File: src/rtl/regfile_mp_pkg.sv
// Shared definitions for the multi-port MIPS register file:
// register index constants, default sizes and the clear/ready state type.
package regfile_mp_pkg;

    localparam int unsigned DEF_DATA_W = 32;
    localparam int unsigned DEF_NREGS  = 32;

    localparam int unsigned REG_ZERO = 0;
    localparam int unsigned REG_V0   = 2;
    localparam int unsigned REG_A0   = 4;
    localparam int unsigned REG_T0   = 8;
    localparam int unsigned REG_T1   = 9;
    localparam int unsigned REG_RA   = 31;

    typedef enum logic {StClear, StReady} rf_state_e;

endpackage

File: src/rtl/regfile_mp_if.sv
// Bus between the core pipeline (master) and the register file (slave):
// read ports, two writeback ports, issue marking and the debug tap.
interface regfile_mp_if #(
    parameter int unsigned DATA_W   = 32,
    parameter int unsigned AW       = 5,
    parameter int unsigned RD_PORTS = 2
);
    logic                       ready;
    logic [RD_PORTS*AW-1:0]     rd_addr;
    logic [RD_PORTS*DATA_W-1:0] rd_data;
    logic [RD_PORTS-1:0]        rd_pend;
    logic                       wr0_en;
    logic [AW-1:0]              wr0_addr;
    logic [DATA_W-1:0]          wr0_data;
    logic                       wr1_en;
    logic [AW-1:0]              wr1_addr;
    logic [DATA_W-1:0]          wr1_data;
    logic                       iss_en;
    logic [AW-1:0]              iss_addr;
    logic [AW-1:0]              dbg_addr;
    logic [DATA_W-1:0]          dbg_data;

    modport master (
        input  ready, rd_data, rd_pend, dbg_data,
        output rd_addr, wr0_en, wr0_addr, wr0_data, wr1_en, wr1_addr, wr1_data,
               iss_en, iss_addr, dbg_addr
    );

    modport slave (
        output ready, rd_data, rd_pend, dbg_data,
        input  rd_addr, wr0_en, wr0_addr, wr0_data, wr1_en, wr1_addr, wr1_data,
               iss_en, iss_addr, dbg_addr
    );
endinterface

File: src/rtl/regfile_scoreboard.sv
// Pending-write scoreboard: one bit per register marking an in-flight producer,
// plus a combinational lookup for each read port.
module regfile_scoreboard #(
    parameter int unsigned NREGS    = 32,
    parameter int unsigned AW       = 5,
    parameter int unsigned RD_PORTS = 2,
    parameter int unsigned ZERO_REG = 1
) (
    input  logic                   clk,
    input  logic                   rst_n,
    input  logic                   clear,
    input  logic                   iss_en,
    input  logic [AW-1:0]          iss_addr,
    input  logic                   wr0_en,
    input  logic [AW-1:0]          wr0_addr,
    input  logic                   wr1_en,
    input  logic [AW-1:0]          wr1_addr,
    input  logic [RD_PORTS*AW-1:0] rd_addr,
    output logic [RD_PORTS-1:0]    rd_pend
);
    logic [NREGS-1:0] pending_q, pending_d;

    // Issue is applied after the clears so a new producer supersedes a retiring one.
    always_comb begin
        pending_d = pending_q;
        if (wr0_en) pending_d[wr0_addr] = 1'b0;
        if (wr1_en) pending_d[wr1_addr] = 1'b0;
        if (iss_en) pending_d[iss_addr] = 1'b1;
        if (ZERO_REG != 0) pending_d[0] = 1'b0;
        if (clear) pending_d = '0;
    end

    always_ff @(posedge clk) begin
        if (!rst_n) pending_q <= '0;
        else        pending_q <= pending_d;
    end

    always_comb begin
        rd_pend = '0;
        for (int p = 0; p < RD_PORTS; p++) begin
            rd_pend[p] = pending_q[rd_addr[p*AW +: AW]];
        end
    end
endmodule

File: src/rtl/regfile_mp.sv
// Multi-port register file: write-first registered reads, prioritised dual writeback,
// debug tap, and a post-reset sequencer that zeroes one entry per cycle.
module regfile_mp
    import regfile_mp_pkg::*;
#(
    parameter int unsigned DATA_W   = DEF_DATA_W,
    parameter int unsigned NREGS    = DEF_NREGS,
    parameter int unsigned RD_PORTS = 2,
    parameter int unsigned ZERO_REG = 1
) (
    input logic         clk,
    input logic         rst_n,
    regfile_mp_if.slave bus
);
    localparam int unsigned AW     = $clog2(NREGS);
    localparam bit          ZERO_EN = (ZERO_REG != 0);
    localparam logic [AW-1:0] ZERO_ADDR = AW'(REG_ZERO);

    logic [DATA_W-1:0]          mem [NREGS];
    rf_state_e                  state_q;
    logic [AW-1:0]              clr_idx_q;
    logic                       ready_q;
    logic [RD_PORTS*DATA_W-1:0] rd_data_q, rd_data_d;

    logic active, wr0_ok, wr1_ok, iss_ok;

    assign active = (state_q == StReady);
    assign wr0_ok = active && bus.wr0_en && !(ZERO_EN && bus.wr0_addr == ZERO_ADDR);
    assign wr1_ok = active && bus.wr1_en && !(ZERO_EN && bus.wr1_addr == ZERO_ADDR);
    assign iss_ok = active && bus.iss_en;

    // ready lags the state by one edge so it rises NREGS+1 edges after reset release.
    always_ff @(posedge clk) begin
        if (!rst_n) begin
            state_q   <= StClear;
            clr_idx_q <= '0;
            ready_q   <= 1'b0;
        end else begin
            ready_q <= (state_q == StReady);
            if (state_q == StClear) begin
                clr_idx_q <= clr_idx_q + AW'(1);
                if (clr_idx_q == AW'(NREGS - 1)) state_q <= StReady;
            end
        end
    end

    // wr1 is written last so it wins a same-address conflict.
    always_ff @(posedge clk) begin
        if (rst_n) begin
            if (state_q == StClear) begin
                mem[clr_idx_q] <= '0;
            end else begin
                if (wr0_ok) mem[bus.wr0_addr] <= bus.wr0_data;
                if (wr1_ok) mem[bus.wr1_addr] <= bus.wr1_data;
            end
        end
    end

    function automatic logic [DATA_W-1:0] bypass_rd(input logic [AW-1:0] a);
        logic [DATA_W-1:0] v;
        v = mem[a];
        if (wr0_ok && bus.wr0_addr == a) v = bus.wr0_data;
        if (wr1_ok && bus.wr1_addr == a) v = bus.wr1_data;
        if (ZERO_EN && a == ZERO_ADDR) v = '0;
        return v;
    endfunction

    always_comb begin
        rd_data_d = '0;
        if (active) begin
            for (int p = 0; p < RD_PORTS; p++) begin
                rd_data_d[p*DATA_W +: DATA_W] = bypass_rd(bus.rd_addr[p*AW +: AW]);
            end
        end
    end

    always_ff @(posedge clk) begin
        if (!rst_n) rd_data_q <= '0;
        else        rd_data_q <= rd_data_d;
    end

    assign bus.ready    = ready_q;
    assign bus.rd_data  = rd_data_q;
    assign bus.dbg_data = (active && !(ZERO_EN && bus.dbg_addr == ZERO_ADDR)) ?
                          mem[bus.dbg_addr] : '0;

    regfile_scoreboard #(
        .NREGS    (NREGS),
        .AW       (AW),
        .RD_PORTS (RD_PORTS),
        .ZERO_REG (ZERO_REG)
    ) u_sb (
        .clk      (clk),
        .rst_n    (rst_n),
        .clear    (!active),
        .iss_en   (iss_ok),
        .iss_addr (bus.iss_addr),
        .wr0_en   (wr0_ok),
        .wr0_addr (bus.wr0_addr),
        .wr1_en   (wr1_ok),
        .wr1_addr (bus.wr1_addr),
        .rd_addr  (bus.rd_addr),
        .rd_pend  (bus.rd_pend)
    );
endmodule

File: src/flat_wrapper.sv
// flat-port wrapper written by rule: the top's interface ports become plain ports
module regfile_mp_flat import regfile_mp_pkg::*;
#(
    parameter int unsigned DATA_W   = DEF_DATA_W,
    parameter int unsigned NREGS    = DEF_NREGS,
    parameter int unsigned RD_PORTS = 2,
    parameter int unsigned ZERO_REG = 1
)
  (clk, rst_n, bus_ready, bus_rd_data, bus_rd_pend, bus_dbg_data, bus_rd_addr, bus_wr0_en, bus_wr0_addr, bus_wr0_data, bus_wr1_en, bus_wr1_addr, bus_wr1_data, bus_iss_en, bus_iss_addr, bus_dbg_addr);
  regfile_mp_if #(.DATA_W(DATA_W), .AW(5), .RD_PORTS(RD_PORTS)) bus_i ();
  input logic clk;
  input logic rst_n;
  output wire logic [$bits(bus_i.ready)-1:0] bus_ready;
  output wire logic [$bits(bus_i.rd_data)-1:0] bus_rd_data;
  output wire logic [$bits(bus_i.rd_pend)-1:0] bus_rd_pend;
  output wire logic [$bits(bus_i.dbg_data)-1:0] bus_dbg_data;
  input wire logic [$bits(bus_i.rd_addr)-1:0] bus_rd_addr;
  input wire logic [$bits(bus_i.wr0_en)-1:0] bus_wr0_en;
  input wire logic [$bits(bus_i.wr0_addr)-1:0] bus_wr0_addr;
  input wire logic [$bits(bus_i.wr0_data)-1:0] bus_wr0_data;
  input wire logic [$bits(bus_i.wr1_en)-1:0] bus_wr1_en;
  input wire logic [$bits(bus_i.wr1_addr)-1:0] bus_wr1_addr;
  input wire logic [$bits(bus_i.wr1_data)-1:0] bus_wr1_data;
  input wire logic [$bits(bus_i.iss_en)-1:0] bus_iss_en;
  input wire logic [$bits(bus_i.iss_addr)-1:0] bus_iss_addr;
  input wire logic [$bits(bus_i.dbg_addr)-1:0] bus_dbg_addr;
  assign bus_ready = bus_i.ready;
  assign bus_rd_data = bus_i.rd_data;
  assign bus_rd_pend = bus_i.rd_pend;
  assign bus_dbg_data = bus_i.dbg_data;
  assign bus_i.rd_addr = bus_rd_addr;
  assign bus_i.wr0_en = bus_wr0_en;
  assign bus_i.wr0_addr = bus_wr0_addr;
  assign bus_i.wr0_data = bus_wr0_data;
  assign bus_i.wr1_en = bus_wr1_en;
  assign bus_i.wr1_addr = bus_wr1_addr;
  assign bus_i.wr1_data = bus_wr1_data;
  assign bus_i.iss_en = bus_iss_en;
  assign bus_i.iss_addr = bus_iss_addr;
  assign bus_i.dbg_addr = bus_dbg_addr;
  regfile_mp #(.DATA_W(DATA_W), .NREGS(NREGS), .RD_PORTS(RD_PORTS), .ZERO_REG(ZERO_REG)) u_core (.clk(clk), .rst_n(rst_n), .bus(bus_i));
endmodule
File: config.mk
export PLATFORM = sky130hd
export DESIGN_NAME = regfile_mp_flat
export DESIGN_NICKNAME = d
export VERILOG_FILES = /design/src/rtl/regfile_mp_pkg.sv /design/src/rtl/regfile_mp_if.sv /design/src/rtl/regfile_scoreboard.sv /design/src/rtl/regfile_mp.sv /design/src/flat_wrapper.sv
export SDC_FILE = /design/constraint.sdc
export NUM_CORES = 2
export LEC_CHECK = 0
export BUFFER_PORTS_ARGS = -buffer_cell sky130_fd_sc_hd__buf_4
export CAP_MARGIN = 20
export CORE_ASPECT_RATIO = 2
export CORE_MARGIN = 5
export CORE_UTILIZATION = 24
export DETAILED_ROUTE_END_ITERATION = 12
export GPL_TIMING_DRIVEN = 0
export PLACE_DENSITY_LB_ADDON = 0.1
export SYNTH_ARGS = -nofsm -noshare
export SYNTH_HDL_FRONTEND = slang
export SYNTH_HIERARCHICAL = 1
export SYNTH_SLANG_ARGS = --single-unit
export TNS_END_PERCENT = 50
File: constraint.sdc
create_clock -name clk -period 4 [get_ports clk]
set_input_delay 0.8 -clock clk [delete_from_list [all_inputs] [get_ports clk]]
set_output_delay 0.8 -clock clk [all_outputs]
set_load 0.005 [all_outputs]
# Word-level counts from Yosys, hierarchy flattened
# Memory sizes are Yosys's and may differ from the RTL's. A register that Yosys moved wholly into a read port is not among the register bits.
# Index checks and enable logic that the tools add are counted.
[word_totals]
inputBits = 99
ff_bits = 39
ram_bits = 1024
mem_count = 1
word_cells = 74
[memory_table]
columns = ["name", "words", "width", "rd", "rd_ports_with_merged_regs", "write_ports", "line", "source"]
rows = [
  ["u_core.mem", 32, 32, 3, 2, 2, "regfile_mp.sv:19", "logic [DATA_W-1:0] mem [NREGS];"],
]
[classes]
bitwise_logic = 7
mux = 30
n_eq_ne = 1
order_cmp = 8
addsub = 1
reduce_logical = 21
[ops]
columns = ["operator", "n"]
rows = [
  ["$mux 32", 5],
  ["$and 32x32->32", 2],
  ["$not 32->32", 2],
  ["$or 32x32->32", 1],
  ["$reduce_or 32->1", 1],
  ["$lt 5x6->1 const B", 5],
  ["$logic_not 5->1", 5],
  ["$mux 1", 19],
  ["$demux 1 s5", 3],
  ["$ge 5x1->1 const B", 3],
  ["$bmux 1 s5", 2],
  ["$logic_and 1x1->1", 9],
  ["$reduce_or 3->1", 2],
  ["$add 5x1->5 const B", 1],
  ["$eq 5x5->1 const B", 1],
  ["$mux 5", 1],
  ["$logic_not 1->1", 3],
  ["$not 1->1", 2],
  ["$reduce_and 2->1", 1],
]

# Longest topological paths before layout
[depth]
word_depth = 11
ltp_mapped = 10

# Cells and area by module
# The synthesis kept the hierarchy.
[by_module_without_submodules]
columns = ["module", "area_each_um2", "cells_per_inst", "n_inst", "seq_area_each_um2"]
rows = [
  ["regfile_mp", 70143.5, 6547, 1, 32170.9],
  ["regfile_scoreboard", 2104.5, 246, 1, 620.6],
]

# Worst setup path before layout
# No wires, ideal clock.
[synth_timing]
path_kind = "input-to-reg"
from = "input bus_wr0_addr[0]"
to = "memory u_core.mem[14][0] (enable)"
stages = 7
setup_time_ns = 0.433
path_buffers = 1
required_ns = 3.567
slack_ns = -0.085
arrival_time_ns = 3.652
cell_sequence = "buf_6 or4_4 o21ai_4 nand2_1 o21ai_0 nand2_1 o22ai_1"
[synth_lines]
columns = ["element", "line", "source"]
rows = [
  ["start, declared", "flat_wrapper.sv:19", "input wire logic [$bits(bus_i.wr0_addr)-1:0] bus_wr0_addr;"],
  ["end, declared", "regfile_mp.sv:19", ""],
]

# Worst setup path after layout
[layout_timing]
from = "input bus_rd_addr[0]"
to = "register u_core.rd_data_q[0] (netlist: u_core/bus.rd_data[0]) (read register of u_core.mem)"
[layout_between]
elab_chain_cells = 2
[layout_rtl]
columns = ["element", "line", "source"]
rows = [
  ["start, declared", "flat_wrapper.sv:17", "input wire logic [$bits(bus_i.rd_addr)-1:0] bus_rd_addr;"],
  ["$logic_not 5->1", "regfile_mp.sv:64", "if (ZERO_EN && a == ZERO_ADDR) v = '0;"],
  ["$reduce_or 3->1 (no line)", "n/a", ""],
  ["end, declared", "regfile_mp.sv:23", "logic [RD_PORTS*DATA_W-1:0] rd_data_q, rd_data_d;"],
]
# Several ways; a longest one is shown, not always the timed one.
# A chain may end at the register's enable or synchronous reset.

==> flow_results.xml <==
<?xml version="1.0" encoding="UTF-8"?>
<metrics>
  <group name="global_route">
    <metric name="via_count_of_the_first_global_routing_pass" unit="">66600</metric>
    <metric name="initial_antenna_violation_count" unit="">42</metric>
    <metric name="grt_pass1_wl" unit="um">654000</metric>
    <metric name="grt_max_degree" unit="">21</metric>
    <metric name="overflow" unit="">0</metric>
    <metric name="grtUsageTotal" unit="">0.316</metric>
  </group>
  <group name="detailed_routing">
    <metric name="viasPerCell" unit="">6.00</metric>
    <metric name="count_of_antenna_violating_nets_left_after_detailed_routing" unit="">0</metric>
    <metric name="routedWlPerCell" unit="um">44.9</metric>
    <metric name="drcViolationCount" unit="">0</metric>
    <metric name="num_vias" unit="">68700</metric>
    <metric name="detail_route.iter0.violations" unit="">8392</metric>
    <metric name="total_routed_wirelength" unit="um">514000</metric>
    <metric name="drt_first_pass_iters" unit="">7</metric>
  </group>
  <group name="sta">
    <metric name="worst_slew_margin_rel" unit="">0.137</metric>
    <metric name="timing.hold.ws" unit="ns">0.270</metric>
    <metric name="rsz0062_at_grt" unit="">true</metric>
    <metric name="finalSetupViolations" unit="">36</metric>
    <metric name="worst_slack" unit="ns">-0.134</metric>
    <metric name="report.final.hold_viol_count" unit="">0</metric>
    <metric name="max_freq" unit="MHz">242</metric>
    <metric name="finalClockSkew" unit="ns">0.0582</metric>
    <metric name="final_min_period_over_clock_period" unit="">1.03</metric>
    <metric name="worstMarginPinSlew" unit="ns">1.29</metric>
    <metric name="post-route-min-period" unit="ns">4.13</metric>
    <metric name="final.setup.tns" unit="ns">-1.25</metric>
    <metric name="timing.final.max_slew_violations" unit="">0</metric>
  </group>
  <group name="yosys">
    <metric name="syn-instance-count" unit="">6793</metric>
    <metric name="mappedNetlistNets" unit="">6894</metric>
    <metric name="netlist-cell-type-count" unit="">62</metric>
    <metric name="count_of_flip_flops_with_a_built_in_enable_after_synthesis" unit="">1024</metric>
    <metric name="yosysTopAreaCell" unit="">sky130_fd_sc_hd__edfxtp_1</metric>
    <metric name="synthArstFlopShare" unit="">0</metric>
    <metric name="synth_top_cells_by_count" unit="">1084 x sky130_fd_sc_hd__nand2_1, 1024 x sky130_fd_sc_hd__edfxtp_1, 1014 x sky130_fd_sc_hd__o21ai_0, 790 x sky130_fd_sc_hd__mux2i_1, 640 x sky130_fd_sc_hd__clkbuf_1</metric>
    <metric name="syn-mean-instance-area" unit="um^2">10.6</metric>
    <metric name="yosys.cell_count.top_type" unit="">sky130_fd_sc_hd__nand2_1</metric>
    <metric name="main_flop_type_after_synthesis" unit="">sky130_fd_sc_hd__edfxtp_1</metric>
    <metric name="ys_seq_elements" unit="">1126</metric>
    <metric name="yosys_warnings" unit="">6</metric>
    <metric name="yosys.area.top_type_share" unit="">0.426</metric>
    <metric name="synth_area_leaders" unit="">sky130_fd_sc_hd__edfxtp_1 43%, sky130_fd_sc_hd__mux4_2 12%, sky130_fd_sc_hd__mux2i_1 11%</metric>
    <metric name="part_of_the_yosys_area_used_for_sequential_elements" unit="">0.454</metric>
    <metric name="synth_area" unit="mm^2">0.0722</metric>
  </group>
  <group name="clocking">
    <metric name="cts-buffers-inserted" unit="">139</metric>
    <metric name="clock_latency_on_the_worst_skew_pair" unit="ns">0.88</metric>
    <metric name="clk_transition_reported_paths" unit="ns">0.07</metric>
    <metric name="clock_path_buffers" unit="">4</metric>
    <metric name="hold_buffers" unit="">0</metric>
    <metric name="tritoncts_num_sinks" unit="">1126</metric>
    <metric name="cts_max_level" unit="">4</metric>
    <metric name="tritoncts" unit="">yes</metric>
    <metric name="cts-root-buf" unit="">sky130_fd_sc_hd__clkbuf_16</metric>
  </group>
  <group name="finish">
    <metric name="seqCellArea" unit="mm^2">0.0328</metric>
    <metric name="final_nets" unit="">7421</metric>
    <metric name="layout_cells_sized_above_1" unit="">0.189</metric>
    <metric name="nFillCells" unit="">31000</metric>
    <metric name="area_of_the_multi_input_gates" unit="mm^2">0.0369</metric>
    <metric name="final_area" unit="mm^2">0.0885</metric>
    <metric name="stdcell_count" unit="">11500</metric>
    <metric name="postLayoutCoreUtil" unit="">0.294</metric>
    <metric name="area_growth_syn_to_layout" unit="%">22.5</metric>
  </group>
  <group name="placed_design">
    <metric name="detailedPlace.worstSlack" unit="ns">-1.66</metric>
    <metric name="io_buffers" unit="">160</metric>
    <metric name="place_area" unit="mm^2">0.0829</metric>
    <metric name="routabilityCongestion" unit="">0.989</metric>
    <metric name="placed_cells" unit="">11200</metric>
    <metric name="dp_hpwl" unit="um">414000</metric>
  </group>
  <group name="worst_setup_path">
    <metric name="timing.setup.critical_path_class" unit="">in -&gt; reg</metric>
    <metric name="timing.critical_path.arrival" unit="ns">4.93</metric>
    <metric name="worst_setup_path_start_kind" unit="">input pin</metric>
    <metric name="critPathCaptureType" unit="">flop</metric>
    <metric name="critPathMaxFanout" unit="">10</metric>
    <metric name="worst-endpoint-required" unit="ns">4.79</metric>
    <metric name="regToRegEndpoint" unit="">u_core/mem[10][1]</metric>
    <metric name="ff2ff_path_depth" unit="">8</metric>
    <metric name="worst_r2r_startpoint" unit="">u_core/active</metric>
    <metric name="minimum_setup_slack_among_reg_to_reg_paths" unit="ns">-0.07</metric>
  </group>
  <group name="hold_path">
    <metric name="hp-class" unit="">in -&gt; reg</metric>
    <metric name="hold-path-cell-count" unit="">3</metric>
    <metric name="holdPathEnd" unit="">u_core/bus.rd_data[45]</metric>
    <metric name="holdCritStartpoint" unit="">bus_wr1_data[13]</metric>
  </group>
  <group name="floorplan">
    <metric name="floorplan.rows" unit="">285</metric>
    <metric name="die_width" unit="um">398</metric>
    <metric name="design.portCount" unit="">198</metric>
    <metric name="fp.dieH" unit="um">786</metric>
    <metric name="core_area" unit="mm^2">0.301</metric>
    <metric name="dieArea" unit="mm^2">0.313</metric>
    <metric name="floorplan.initialDensity" unit="">0.240</metric>
  </group>
  <group name="pwr">
    <metric name="power_density" unit="mW/mm^2">338</metric>
    <metric name="static-leakage-power" unit="nW">30.2</metric>
    <metric name="vdd_drop_max" unit="uV">310</metric>
    <metric name="power" unit="mW">29.9</metric>
  </group>
  <group name="status">
    <metric name="status" unit="">complete, but fails checks</metric>
    <metric name="violations" unit="">negative setup slack</metric>
  </group>
  <group name="job">
    <metric name="maxCapViolations" unit="">0</metric>
  </group>
</metrics>
flip-flops by register name, indices dropped and copies added, names as in the netlist:
signal,flops
u_core/active,1
u_core/bus.rd_data,64
u_core/mem,1024
u_core/bus.ready,1
u_core/u_sb/pending_q,31
u_core/clr_idx_q,5
what timing repair did:
| action | in CTS | in global routing |
|---|---|---|
| buffers inserted | 0 | 13 |
| gates cloned | 0 | 0 |
| setup endpoints to repair | 1034 | 254 |
| gates resized for setup | 271 | 56 |
| pin swaps | 9 | 17 |
layout by cell type (no fill, tap or decap), types with 15 or more instances in the layout:
cell type / synthesis / final
sky130_fd_sc_hd__nor3_1: 49 / 42
sky130_fd_sc_hd__a221o_1: 33 / 32
sky130_fd_sc_hd__buf_8: 0 / 108
sky130_fd_sc_hd__a211oi_1: 36 / 36
sky130_fd_sc_hd__o31ai_1: 33 / 29
sky130_fd_sc_hd__edfxtp_1: 1024 / 1024
sky130_fd_sc_hd__a22oi_1: 452 / 450
sky130_fd_sc_hd__o22ai_4: 0 / 16
sky130_fd_sc_hd__buf_6: 7 / 23
sky130_fd_sc_hd__o21bai_4: 0 / 15
sky130_fd_sc_hd__a21oi_1: 138 / 119
sky130_fd_sc_hd__a21oi_2: 0 / 16
sky130_fd_sc_hd__mux4_2: 390 / 390
sky130_fd_sc_hd__nor2_1: 136 / 81
sky130_fd_sc_hd__buf_12: 0 / 56
sky130_fd_sc_hd__dfxtp_1: 102 / 102
sky130_fd_sc_hd__clkbuf_1: 640 / 552
sky130_fd_sc_hd__nor2_2: 0 / 42
sky130_fd_sc_hd__clkinv_1: 0 / 25
sky130_fd_sc_hd__clkbuf_16: 0 / 146
sky130_fd_sc_hd__inv_1: 46 / 46
sky130_fd_sc_hd__o21a_1: 34 / 34
sky130_fd_sc_hd__mux2i_1: 790 / 787
sky130_fd_sc_hd__o21ai_0: 1014 / 1014
sky130_fd_sc_hd__buf_1: 84 / 38
sky130_fd_sc_hd__buf_2: 82 / 104
sky130_fd_sc_hd__o221ai_1: 130 / 115
sky130_fd_sc_hd__diode_2: 0 / 19
sky130_fd_sc_hd__nand4_1: 36 / 36
sky130_fd_sc_hd__clkbuf_2: 1 / 79
sky130_fd_sc_hd__buf_4: 22 / 212
sky130_fd_sc_hd__nand2b_1: 23 / 23
sky130_fd_sc_hd__o22ai_1: 82 / 60
sky130_fd_sc_hd__o21ai_1: 15 / 15
sky130_fd_sc_hd__nand2_1: 1084 / 1081
sky130_fd_sc_hd__nand3_1: 143 / 143
sky130_fd_sc_hd__and4_1: 34 / 34
sky130_fd_sc_hd__buf_16: 0 / 46
sky130_fd_sc_hd__clkbuf_4: 0 / 23
worst max-delay path by stage:
| stage | slack [ns] | startpoint | cells after the start | endpoint |
|---|---|---|---|---|
| 2_1_floorplan | -0.09 | bus_wr0_addr[0] | 7 | u_core/mem[14][0] |
| 3_3_place_gp | -6.69 | bus_wr0_addr[3] | 7 | u_core/mem[20][26] |
| 3_5_place_dp | -1.66 | bus_wr0_addr[3] | 9 | u_core/bus.rd_data[38] |
| 4_1_cts | -0.02 | bus_dbg_addr[0] | 11 | bus_dbg_data[8] |
| 5_1_grt | -0.02 | bus_dbg_addr[0] | 11 | bus_dbg_data[8] |
| 6_report | -0.13 | bus_rd_addr[0] | 10 | u_core/bus.rd_data[0] |
cell families after synthesis:
logic type	count (synthesis)	share of synthesized area
compound gates	2005	0.170
xor+xnor	12	0.00145
fa+ha+maj	2	0.000346
buf+inv	883	0.0492
flops	1126	0.454
mux	1180	0.231
simple gates	1585	0.0938
report_power, final:
part	switching (mW)	total, mW	internal [mW]
clock	5.89	13.3	7.37
sequential	0.0486	12.8	12.7
combinational	2.83	3.92	1.08
final cells by class:
class / count / area share
Antenna cell: 19 / 0.000537
Buffer: 832 / 0.0433
Clock buffer: 180 / 0.0432
Clock inverter: 55 / 0.00595
Inverter: 47 / 0.00199
Multi-Input combinational cell: 4784 / 0.417
Sequential cell: 1126 / 0.370
Tap cell: 4018 / 0.0568
Timing Repair Buffer: 390 / 0.0605
per-layer routing:
| metal | GRT usage | vias to the layer above | wire [um] |
|---|---|---|---|
| met3 | 0.0608 | 1777 | 37800 |
| met1 | 0.321 | 35100 | 167000 |
| met2 | 0.555 | 4655 | 253000 |
| met4 | 0.273 | 14 | 56500 |
| met5 | 0 | - | 106 |
| li1 | - | 27200 | - |
worst max-delay path: stages:
cell and delay (ns):
sky130_fd_sc_hd__buf_2 0.31, sky130_fd_sc_hd__buf_2 0.45, sky130_fd_sc_hd__buf_2 0.53, sky130_fd_sc_hd__buf_2 0.66
sky130_fd_sc_hd__mux2i_1 0.20, sky130_fd_sc_hd__a22oi_1 0.55, sky130_fd_sc_hd__nand3_1 0.43, sky130_fd_sc_hd__and4_1 0.31
sky130_fd_sc_hd__a211oi_1 0.38, sky130_fd_sc_hd__a221o_1 0.26
Power figures use the tool's default switching activity.
